==> src/rtl/gate_truth_sequencer.sv <==
// Drives a 2-input gate through all four vectors, samples its output after
// a settle delay, and compares the sampled truth table with the expected one.
module gate_truth_sequencer #(
  parameter int unsigned SETTLE_CYCLES = 2
) (
  input  logic       clk,
  input  logic       rst_n,
  input  logic       start,
  input  logic       abort,
  input  logic [3:0] expected,
  input  logic       gate_out,
  output logic       gate_a,
  output logic       gate_b,
  output logic       busy,
  output logic       done,
  output logic       pass,
  output logic [3:0] result,
  output logic [3:0] fail_mask
);

  localparam int unsigned CW = $clog2(SETTLE_CYCLES + 1);
  localparam logic [CW-1:0] LAST = CW'(SETTLE_CYCLES - 1);

  typedef enum logic [1:0] {
    IDLE,
    APPLY,
    DONE
  } state_e;

  state_e        state_q, state_d;
  logic [1:0]    idx_q, idx_d;
  logic [CW-1:0] cnt_q, cnt_d;
  logic [3:0]    exp_q, exp_d;
  logic [3:0]    res_q, res_d;
  logic [3:0]    fail_q, fail_d;
  logic          pass_q, pass_d;

  always_comb begin
    state_d = state_q;
    idx_d   = idx_q;
    cnt_d   = cnt_q;
    exp_d   = exp_q;
    res_d   = res_q;
    fail_d  = fail_q;
    pass_d  = pass_q;
    unique case (state_q)
      IDLE: begin
        if (start) begin
          exp_d   = expected;
          res_d   = '0;
          fail_d  = '0;
          pass_d  = 1'b0;
          idx_d   = '0;
          cnt_d   = '0;
          state_d = APPLY;
        end
      end
      APPLY: begin
        if (abort) begin
          res_d   = '0;
          fail_d  = '0;
          pass_d  = 1'b0;
          idx_d   = '0;
          cnt_d   = '0;
          state_d = IDLE;
        end else if (cnt_q == LAST) begin
          cnt_d        = '0;
          res_d[idx_q] = gate_out;
          if (idx_q == 2'd3) begin
            // Verdict folds in the vector-3 sample taken on this same edge
            pass_d  = (res_d == exp_q);
            fail_d  = res_d ^ exp_q;
            idx_d   = '0;
            state_d = DONE;
          end else begin
            idx_d = idx_q + 2'd1;
          end
        end else begin
          cnt_d = cnt_q + 1'b1;
        end
      end
      DONE: begin
        state_d = IDLE;
      end
      default: begin
        state_d = IDLE;
      end
    endcase
  end

  always_ff @(posedge clk) begin
    if (!rst_n) begin
      state_q <= IDLE;
      idx_q   <= '0;
      cnt_q   <= '0;
      exp_q   <= '0;
      res_q   <= '0;
      fail_q  <= '0;
      pass_q  <= 1'b0;
    end else begin
      state_q <= state_d;
      idx_q   <= idx_d;
      cnt_q   <= cnt_d;
      exp_q   <= exp_d;
      res_q   <= res_d;
      fail_q  <= fail_d;
      pass_q  <= pass_d;
    end
  end

  assign busy      = (state_q == APPLY);
  assign done      = (state_q == DONE);
  assign gate_a    = busy & idx_q[1];
  assign gate_b    = busy & idx_q[0];
  assign pass      = pass_q;
  assign result    = res_q;
  assign fail_mask = fail_q;

endmodule

==> config.mk <==
export PLATFORM = sky130hd
export DESIGN_NAME = gate_truth_sequencer
export DESIGN_NICKNAME = d
export VERILOG_FILES = /design/src/rtl/gate_truth_sequencer.sv
export SDC_FILE = /design/constraint.sdc
export NUM_CORES = 1
export LEC_CHECK = 0
export BUFFER_PORTS_ARGS = -buffer_cell sky130_fd_sc_hd__buf_4
export CAP_MARGIN = 10
export CORE_MARGIN = 2
export CORE_UTILIZATION = 56
export CTS_CLUSTER_DIAMETER = 40
export DETAILED_ROUTE_END_ITERATION = 6
export GPL_TIMING_DRIVEN = 0
export PLACE_DENSITY = 0.82
export SETUP_SLACK_MARGIN = 0.4
export SYNTH_ARGS = -nofsm -noshare
export SYNTH_HDL_FRONTEND = slang
export SYNTH_SLANG_ARGS = --single-unit
==> constraint.sdc <==
create_clock -name clk -period 3.4 [get_ports clk]
set_input_delay 0 -clock clk [delete_from_list [all_inputs] [get_ports clk]]
set_output_delay 0 -clock clk [all_outputs]
set_load 0.02 [all_outputs]
==> results of run 1 <==
-- synthesized netlist by cell type --
master	count	area, um2
a21boi_0	4	30.0
a21boi_1	1	7.51
a21oi_1	1	5.00
a2bb2oi_1	1	8.76
a32oi_1	1	8.76
and2_1	5	31.3
and2b_1	1	7.51
and3_1	2	12.5
and3b_1	1	8.76
and4bb_2	1	12.5
buf_6	1	11.3
clkbuf_1	3	11.3
dfxtp_1	19	380
ha_1	4	50.1
inv_1	2	7.51
mux2i_1	9	90.1
nand2_1	3	11.3
nand3_1	5	25.0
nand3b_1	1	7.51
nand4_1	1	6.26
nor2_1	3	11.3
nor2b_1	10	62.6
nor3_1	3	15.0
nor3b_2	2	25.0
o2111ai_1	1	8.76
o211a_1	1	10.0
o21a_1	3	22.5
o21ai_0	5	25.0
o21ai_1	1	5.00
o21ai_4	1	16.3
o21ba_2	1	10.0
or2b_1	1	7.51
or3b_1	1	8.76
xor2_1	4	35.0
-- final cells by class --
class	count	area [um2]
Multi-Input combinational cell	78	586
Fill cell	132	482
Sequential cell	19	380
Timing Repair Buffer	22	173
Tap cell	25	31.3
Clock buffer	4	26.3
Buffer	4	22.5
Inverter	2	7.51
-- cell families after synthesis --
kind of cell               count (synthesis)  share of synthesized area
AOI/OAI and AO/OA                         21                      0.158
xor gates and xnor gates                   4                     0.0352
adders and majority gates                  4                     0.0503
buffers and inverters                      6                     0.0302
DFF                                       19                      0.382
muxes                                      9                     0.0905
and+or+nand+nor                           40                      0.254
-- layer usage --
metal | vias to the layer above | share of wire
li1 | 417 | -
met1 | 398 | 0.43
met2 | 32 | 0.50
met3 | 2 | 0.059
met4 | 0 | 0.0070
met5 | - | 0
-- worst register-to-register path: cells and delay by family, from the launching register on --
| kind | cells | cell delay (ns) |
|---|---|---|
| AO/OA/AOI/OAI | 1 | 0.17 |
| XOR/XNOR | 1 | 0.27 |
| adder cells (fa/ha/maj) | 1 | 0.22 |
| buffers and inverters | 1 | 0.08 |
| flip-flops | 1 | 0.42 |
| multiplexers | 1 | 0.22 |
| AND/OR/NAND/NOR | 1 | 0.11 |
-- power by group --
group,internal [mW],leakage (nW),switching [mW],total [mW]
registers,0.228,0.154,0.00453,0.232
logic,0.0270,0.350,0.0292,0.0561
clock network,0.0457,0.0150,0.0713,0.117
-- worst max-delay path by stage --
stage	start	to	depth (start not counted)
floorplan	state_q[0]	fail_mask[2]	5
global placement	state_q[0]	fail_mask[0]	5
detailed placement	state_q[0]	fail_mask[1]	5
CTS	state_q[0]	fail_mask[1]	5
global route	idx_q[0]	pass	6
finish	idx_q[1]	fail_mask[1]	6
-- repair_timing --
item / 4_1_cts / 5_1_grt
endpoints found under the hold margin: 3 / 0
hold buffers: 3 / 0
setup buffers: 0 / 0
-- sequential cells by signal, summed over array words and instances, names as in the netlist --
name       flops
exp_q          4
fail_mask      4
result         4
cnt_q          2
idx_q          2
state_q        2
pass           1
-- through the flow --
stage / cell area [um2] / util / total power [mW]
3_3_place_gp: 1170 / 0.685 / 0.289
3_5_place_dp: 1170 / 0.685 / 0.290
4_1_cts: 1230 / 0.718 / 0.403
2_1_floorplan: 996 / - / 0.273
6_report: 1230 / 0.718 / 0.406
5_1_grt: 1230 / 0.718 / 0.413
==> metrics.txt, run 1 <==
drt wl/cell 13.9 um; post-CTS sizing 0; placed cells 147; Crit path required time around 3.6 ns; number of global-route vias before repair 794; Synth Cell Area 996 um2; Setup Viol. Count Final 0; crit-path leading delay family flip-flops; initial antenna violation count 0; Fmax 631 MHz; chip height 46.2 um; WHS Path Cells 3; count of cell types in the netlist 34; GR Layer Usage met2 0.394; Detailed Place HPWL 1.53 mm; ordered cell list for the critical path inv_1 -> ha_1 -> mux2i_1 -> xor2_1 -> nor3_1 -> o21a_1; TritonRoute pass-1 iters 4; antenna viol nets, final 0; R2R Setup Slk 1.82 ns; setup TNS 0 ns; IR Drop Worst-Case VDD between 0.0002 and 0.00025 V; Final Max Slew Viols 0; num rows 15; PortBufs 19; Total GRT Usage 0.224; RSZ-0062 raised after global routing no; n_diodes 0; #FFs+latches synth 19; GR Overflow Total 0; post-synthesis cell count 103; DRC viols 0; Initial Util 0.583; CTS H-tree depth 1; worst hold slack 0.00709 ns; busiest grt layer met2; CTS max path bufs 2; first-pass GRT wire length 3.42 mm; I/O pins 22; Area Growth Syn to Fin 23.1%; min-delay src expected[0]; Crit Reg-Reg Endpoint fail_mask[1]; Synth warnings 0; Final Hold Vio Count 0; worst r2r path cells 6; Crit Path Category reg2reg; DIE AREA 2130 um2; met3 GRT Util 0.0235; later-pin clock latency in the skew report 0.30 ns; Post-Synthesis Net Count 116; min Tclk post-route approximately 1.6 ns; worst slack, placed 1.83 ns; CORE AREA 1710 um2; Post-Syn Area per Cell 9.67 um2; fin worst setup slack roughly 1.8 ns; CP max stage delay ~0.42 ns; Reg-to-Reg Start idx_q[1]; Worst Hold End exp_q[0]; Max Fanout on Critical Path 5; Placer Congestion approximately 0.78; Min-Delay Path Class in2reg; final wirelength 2.14 mm; die width 46.2 um; Layout Skew 0.00295 ns; layout cells sized above 1 0.217; Max-Cap Viols 0; number of DRC violations after detailed-routing iteration 0 9; fin cells 154; Clock Sinks 19; pin count of the biggest net entering global routing 11; Final #Nets 143; CP startpoint kind register; Worst Path Buf+Inv 1; Global Route met1 Usage 0.282; Worst-path clk slew between 0.1 and 0.15 ns; status finished clean; Root Buffer Master clkbuf_4; CTS tree done; Arr. time, crit path 1.79 ns; leakage power slightly above 0.5 nW; cts bufs inserted 3; pwr dens 331 nW/um2; Tcrit/Tclk final 0.466; most frequent cells in the layout dfxtp_1, buf_4, nor2b_1; Avg Vias per Cell ~5.5; DR vias ~850; Worst slew margin 0.631; register area share after synthesis 0.382; CP max stage cell dfxtp_1; crit end category register; worst slew pin tran roughly 0.55 ns
Note: power is estimated with default switching activity, not from simulation.
==> run 2, diff against run 1 <==
--- a/config.mk
+++ b/config.mk
@@ -5,14 +5,15 @@
 export SDC_FILE = /design/constraint.sdc
 export NUM_CORES = 1
 export LEC_CHECK = 0
+export ABC_AREA = 1
 export BUFFER_PORTS_ARGS = -buffer_cell sky130_fd_sc_hd__buf_4
 export CAP_MARGIN = 10
 export CORE_MARGIN = 2
-export CORE_UTILIZATION = 56
+export CORE_UTILIZATION = 52
 export CTS_CLUSTER_DIAMETER = 40
 export DETAILED_ROUTE_END_ITERATION = 6
 export GPL_TIMING_DRIVEN = 0
-export PLACE_DENSITY = 0.82
+export PLACE_DENSITY = 0.77
 export SETUP_SLACK_MARGIN = 0.4
 export SYNTH_ARGS = -nofsm -noshare
 export SYNTH_HDL_FRONTEND = slang
==> constraint.sdc (replaced) <==
create_clock -name clk -period 1.5 [get_ports clk]
set_input_delay 0 -clock clk [delete_from_list [all_inputs] [get_ports clk]]
set_output_delay 0 -clock clk [all_outputs]
set_load 0.02 [all_outputs]
==> run 2 against run 1 <==
Effect of this change:
- the flow now stops in global routing
- area after synthesis grew 1.3%
- synthesized cell count grew 33%
==> metrics.txt, run 2 <==
status aborted with a tool error; Halt Stage global routing; error msg [ERROR DPL-0038] Utilization greater than 100%, impossible to legalize; Placer Congestion between 0.8 and 0.9; Commonest cells post-synth nand2_1, dfxtp_1, inv_1, a21oi_1, nand3_1; WEP type sequential cell input; Clock Sinks 19; worst slack, placed 0.209 ns; Async SR Flop Fraction 0; Post-synth EDFFs 0; I/O pins 22; Placement Cell Area 1240 um2; Synth area leaders dfxtp_1, nand2_1, a21oi_1; Synth Cell Area 1010 um2; Initial Util 0.566; Root Buffer Master clkbuf_4; CTS max path bufs 2; register area share after synthesis 0.377; Main synth FF type dfxtp_1; Post-Synthesis Net Count 150; PortBufs 21; cts bufs inserted 3; Detailed Place HPWL 1.73 mm; Synth warnings 0; CTS H-tree depth 1; num rows 15; chip height around 48 um; die width 48.0 um; most frequent cell after synthesis nand2_1; count of cell types in the netlist 23; worst setup endpoint GRT pass$_SDFFE_PN0P_/D; Yosys top cell by area dfxtp_1; pin count of the biggest net entering global routing 12; post-synthesis cell count 137; #FFs+latches synth 19; Post-Syn Area per Cell 7.36 um2; top cell type's share of synthesized area 0.377
run 2: changes by cell type after synthesis, sizes merged, moves of 3 or more:
cell	previous run	this run
a21boi	5	0
nor2b	10	0
xor2	4	0
nand2	3	36
and2	5	0
o21ai	7	11
a21oi	1	15
nand3	5	12
nor2	3	14
o21a	3	0
inv	2	21
mux2i	9	0
run 2: kinds of logic after synthesis:
kind of cell	synth area share
AO/OA/AOI/OAI	0.155
buffers and inverters	0.0868
AND/OR/NAND/NOR	0.331
adder cells (fa/ha/maj)	0.0496
flip-flops	0.377
run 2: repair_timing:
action	CTS
hold endpoints to repair	5
endpoints found under the setup margin	12
cloned	0
pin swaps	9
setup buffers	7
hold buffers	6
gates resized for setup	17
run 2: metrics by stage:
stage	hold slack (ns)	instances
after detailed placement	0.291	183
after global placement	0.282	183
after floorplan	0.131	137
after CTS	0.00290	200
==> run 3, diff against run 2 <==
--- a/config.mk
+++ b/config.mk
@@ -8,13 +8,11 @@
 export ABC_AREA = 1
 export BUFFER_PORTS_ARGS = -buffer_cell sky130_fd_sc_hd__buf_4
 export CAP_MARGIN = 10
-export CORE_MARGIN = 2
-export CORE_UTILIZATION = 52
-export CTS_CLUSTER_DIAMETER = 40
+export CORE_AREA = 2 2 63 65
 export DETAILED_ROUTE_END_ITERATION = 6
+export DIE_AREA = 0 0 65 67
 export GPL_TIMING_DRIVEN = 0
-export PLACE_DENSITY = 0.77
-export SETUP_SLACK_MARGIN = 0.4
+export PLACE_DENSITY_LB_ADDON = 0.15
 export SYNTH_ARGS = -nofsm -noshare
 export SYNTH_HDL_FRONTEND = slang
 export SYNTH_SLANG_ARGS = --single-unit
==> run 3 against run 2 <==
Effect of this change:
- area after synthesis stayed put
- synthesized cell count unchanged
- the run now ends clean
==> metrics.txt, run 3 <==
Final #Nets 177; Root Buffer Master clkbuf_8; pin count of the biggest net entering global routing 11; Crit path required time 1.69 ns; DIE AREA ~4400 um2; Worst-path clk slew 0.07 ns; DR vias 938; Final Hold Vio Count 0; Clock Sinks 19; Async SR Flop Fraction 0; Synth area leaders dfxtp_1, nand2_1, a21oi_1; Post-synth EDFFs 0; TritonRoute pass-1 iters 4; commonest non-fill, non-tap cell in the layout nand2_1; status finished clean; Yosys top cell by area dfxtp_1; num rows 22; DRC viols 0; Tcrit/Tclk final 0.940; Min-Delay Path Class in2reg; count of cell types in the netlist 23; die width 65 um; IR Drop Worst-Case VDD 0.000377 V; WHS Path Cells 3; min Tclk post-route 1.41 ns; GR Overflow Total 0; Worst slew margin 0.640; PortBufs 21; pwr dens a little under 900 nW/um2; Area Growth Syn to Fin 29.2%; worst r2r path cells 11; Detailed Place HPWL around 1.8 mm; Synth Cell Area 1010 um2; final wirelength approximately 2.3 mm; first-pass GRT wire length 3.97 mm; Core Util, Final 0.361; Synth warnings 0; layout cells sized above 1 0.307; post-synthesis cell count 137; number of global-route vias before repair 891; cts bufs inserted 3; Placer Congestion 0.760; most frequent cells in the layout nand2_1, buf_4, dfxtp_1; Fmax 709 MHz; fin worst setup slack roughly 0.09 ns; n_diodes 0; Total GRT Usage 0.120; worst slack, placed roughly 0.0079 ns; Post-Syn Area per Cell roughly 7.4 um2; Avg Vias per Cell 4.45; Crit Path Category reg2reg; Layout Skew a little under 0.001 ns; CTS tree done; leakage power 0.575 nW; #FFs+latches synth 19; top cell type's share of synthesized area 0.377; number of DRC violations after detailed-routing iteration 0 24; Final Max Slew Viols 0; chip height 67 um; RSZ-0062 raised after global routing no; crit end category register; Max Fanout on Critical Path 4; worst slew pin tran 0.540 ns; setup TNS 0 ns; initial antenna violation count 0; Max-Cap Viols 0; CP startpoint kind register; drt wl/cell 10.9 um; Commonest cells post-synth nand2_1, dfxtp_1, inv_1, a21oi_1, nand3_1; CORE AREA 3610 um2; Main synth FF type dfxtp_1; I/O pins 22; antenna viol nets, final 0; register area share after synthesis 0.377; most frequent cell after synthesis nand2_1; Setup Viol. Count Final 0; CTS max path bufs 2; CTS H-tree depth 1; Arr. time, crit path 1.60 ns; Initial Util 0.280; later-pin clock latency in the skew report 0.25 ns; Post-Synthesis Net Count 150
==> run 3: cell counts after synthesis <==
No cell type changed its count.
==> run 3: final timing paths <==
kind                start            to  slack [ns]
max              idx_q[0]          pass        0.09
min           expected[3]      exp_q[3]        0.03
max reg2reg      idx_q[0]          pass        0.09
min reg2reg  fail_mask[2]  fail_mask[2]        0.47
==> run 3: metal layers <==
metal,track usage,up-vias,part of all wire
li1,-,493,-
met5,0,-,0
met1,0.155,425,0.52
met2,0.201,18,0.43
met4,0.0239,0,0.0065
met3,0.0321,2,0.042
==> run 3: cell type report <==
type / instances / area [um2]
fill: 389 / 2300
multi-input combinational: 96 / 559
sequential: 19 / 385
timing repair buffer: 22 / 165
inverter: 21 / 83.8
tap: 48 / 60.1
clock buffer: 4 / 45.0
buffer: 1 / 3.75
==> run 3: logic make-up (layout without fill, tap and decap cells) <==
kind of cell / after synthesis / after routing / share of synthesized area
DFF: 19 / 19 / 0.377
adders and majority gates: 4 / 4 / 0.0496
and+or+nand+nor: 65 / 65 / 0.331
AOI/OAI and AO/OA: 27 / 27 / 0.155
buffers and inverters: 22 / 48 / 0.0868
==> run 3: timing repair <==
action | in CTS | in global routing
hold buffers | 0 | 0
gates resized for setup | 1 | 8
pin swaps | 0 | 1
endpoints found under the setup margin | 1 | 1
setup buffers | 0 | 1
==> run 3: metrics by stage <==
stage	total power [mW]	cell area [um2]	std cells	hold WS [ns]
global placement	0.811	1230	206	0.283
detailed placement	0.815	1230	206	0.300
floorplan	0.734	1010	137	0.138
global route	1.24	1300	211	0.0392
finish	1.16	1300	211	0.0331
CTS	1.18	1270	210	0.0304
==> run 3: worst max-delay path, stage by stage (launching register included) <==
cell,delay (ns)
dfxtp_2,0.36
inv_2,0.06
ha_1,0.20
inv_1,0.06
nand2_1,0.06
nand2_1,0.09
nand2_1,0.07
nand2_2,0.08
nand2_1,0.05
nor2_1,0.13
nand2_1,0.08
a21oi_2,0.10
==> run 3: power by group <==
| part | switching, mW | internal [mW] |
|---|---|---|
| Combinational | 0.164 | 0.0979 |
| Clock | 0.166 | 0.189 |
| Sequential | 0.0171 | 0.529 |
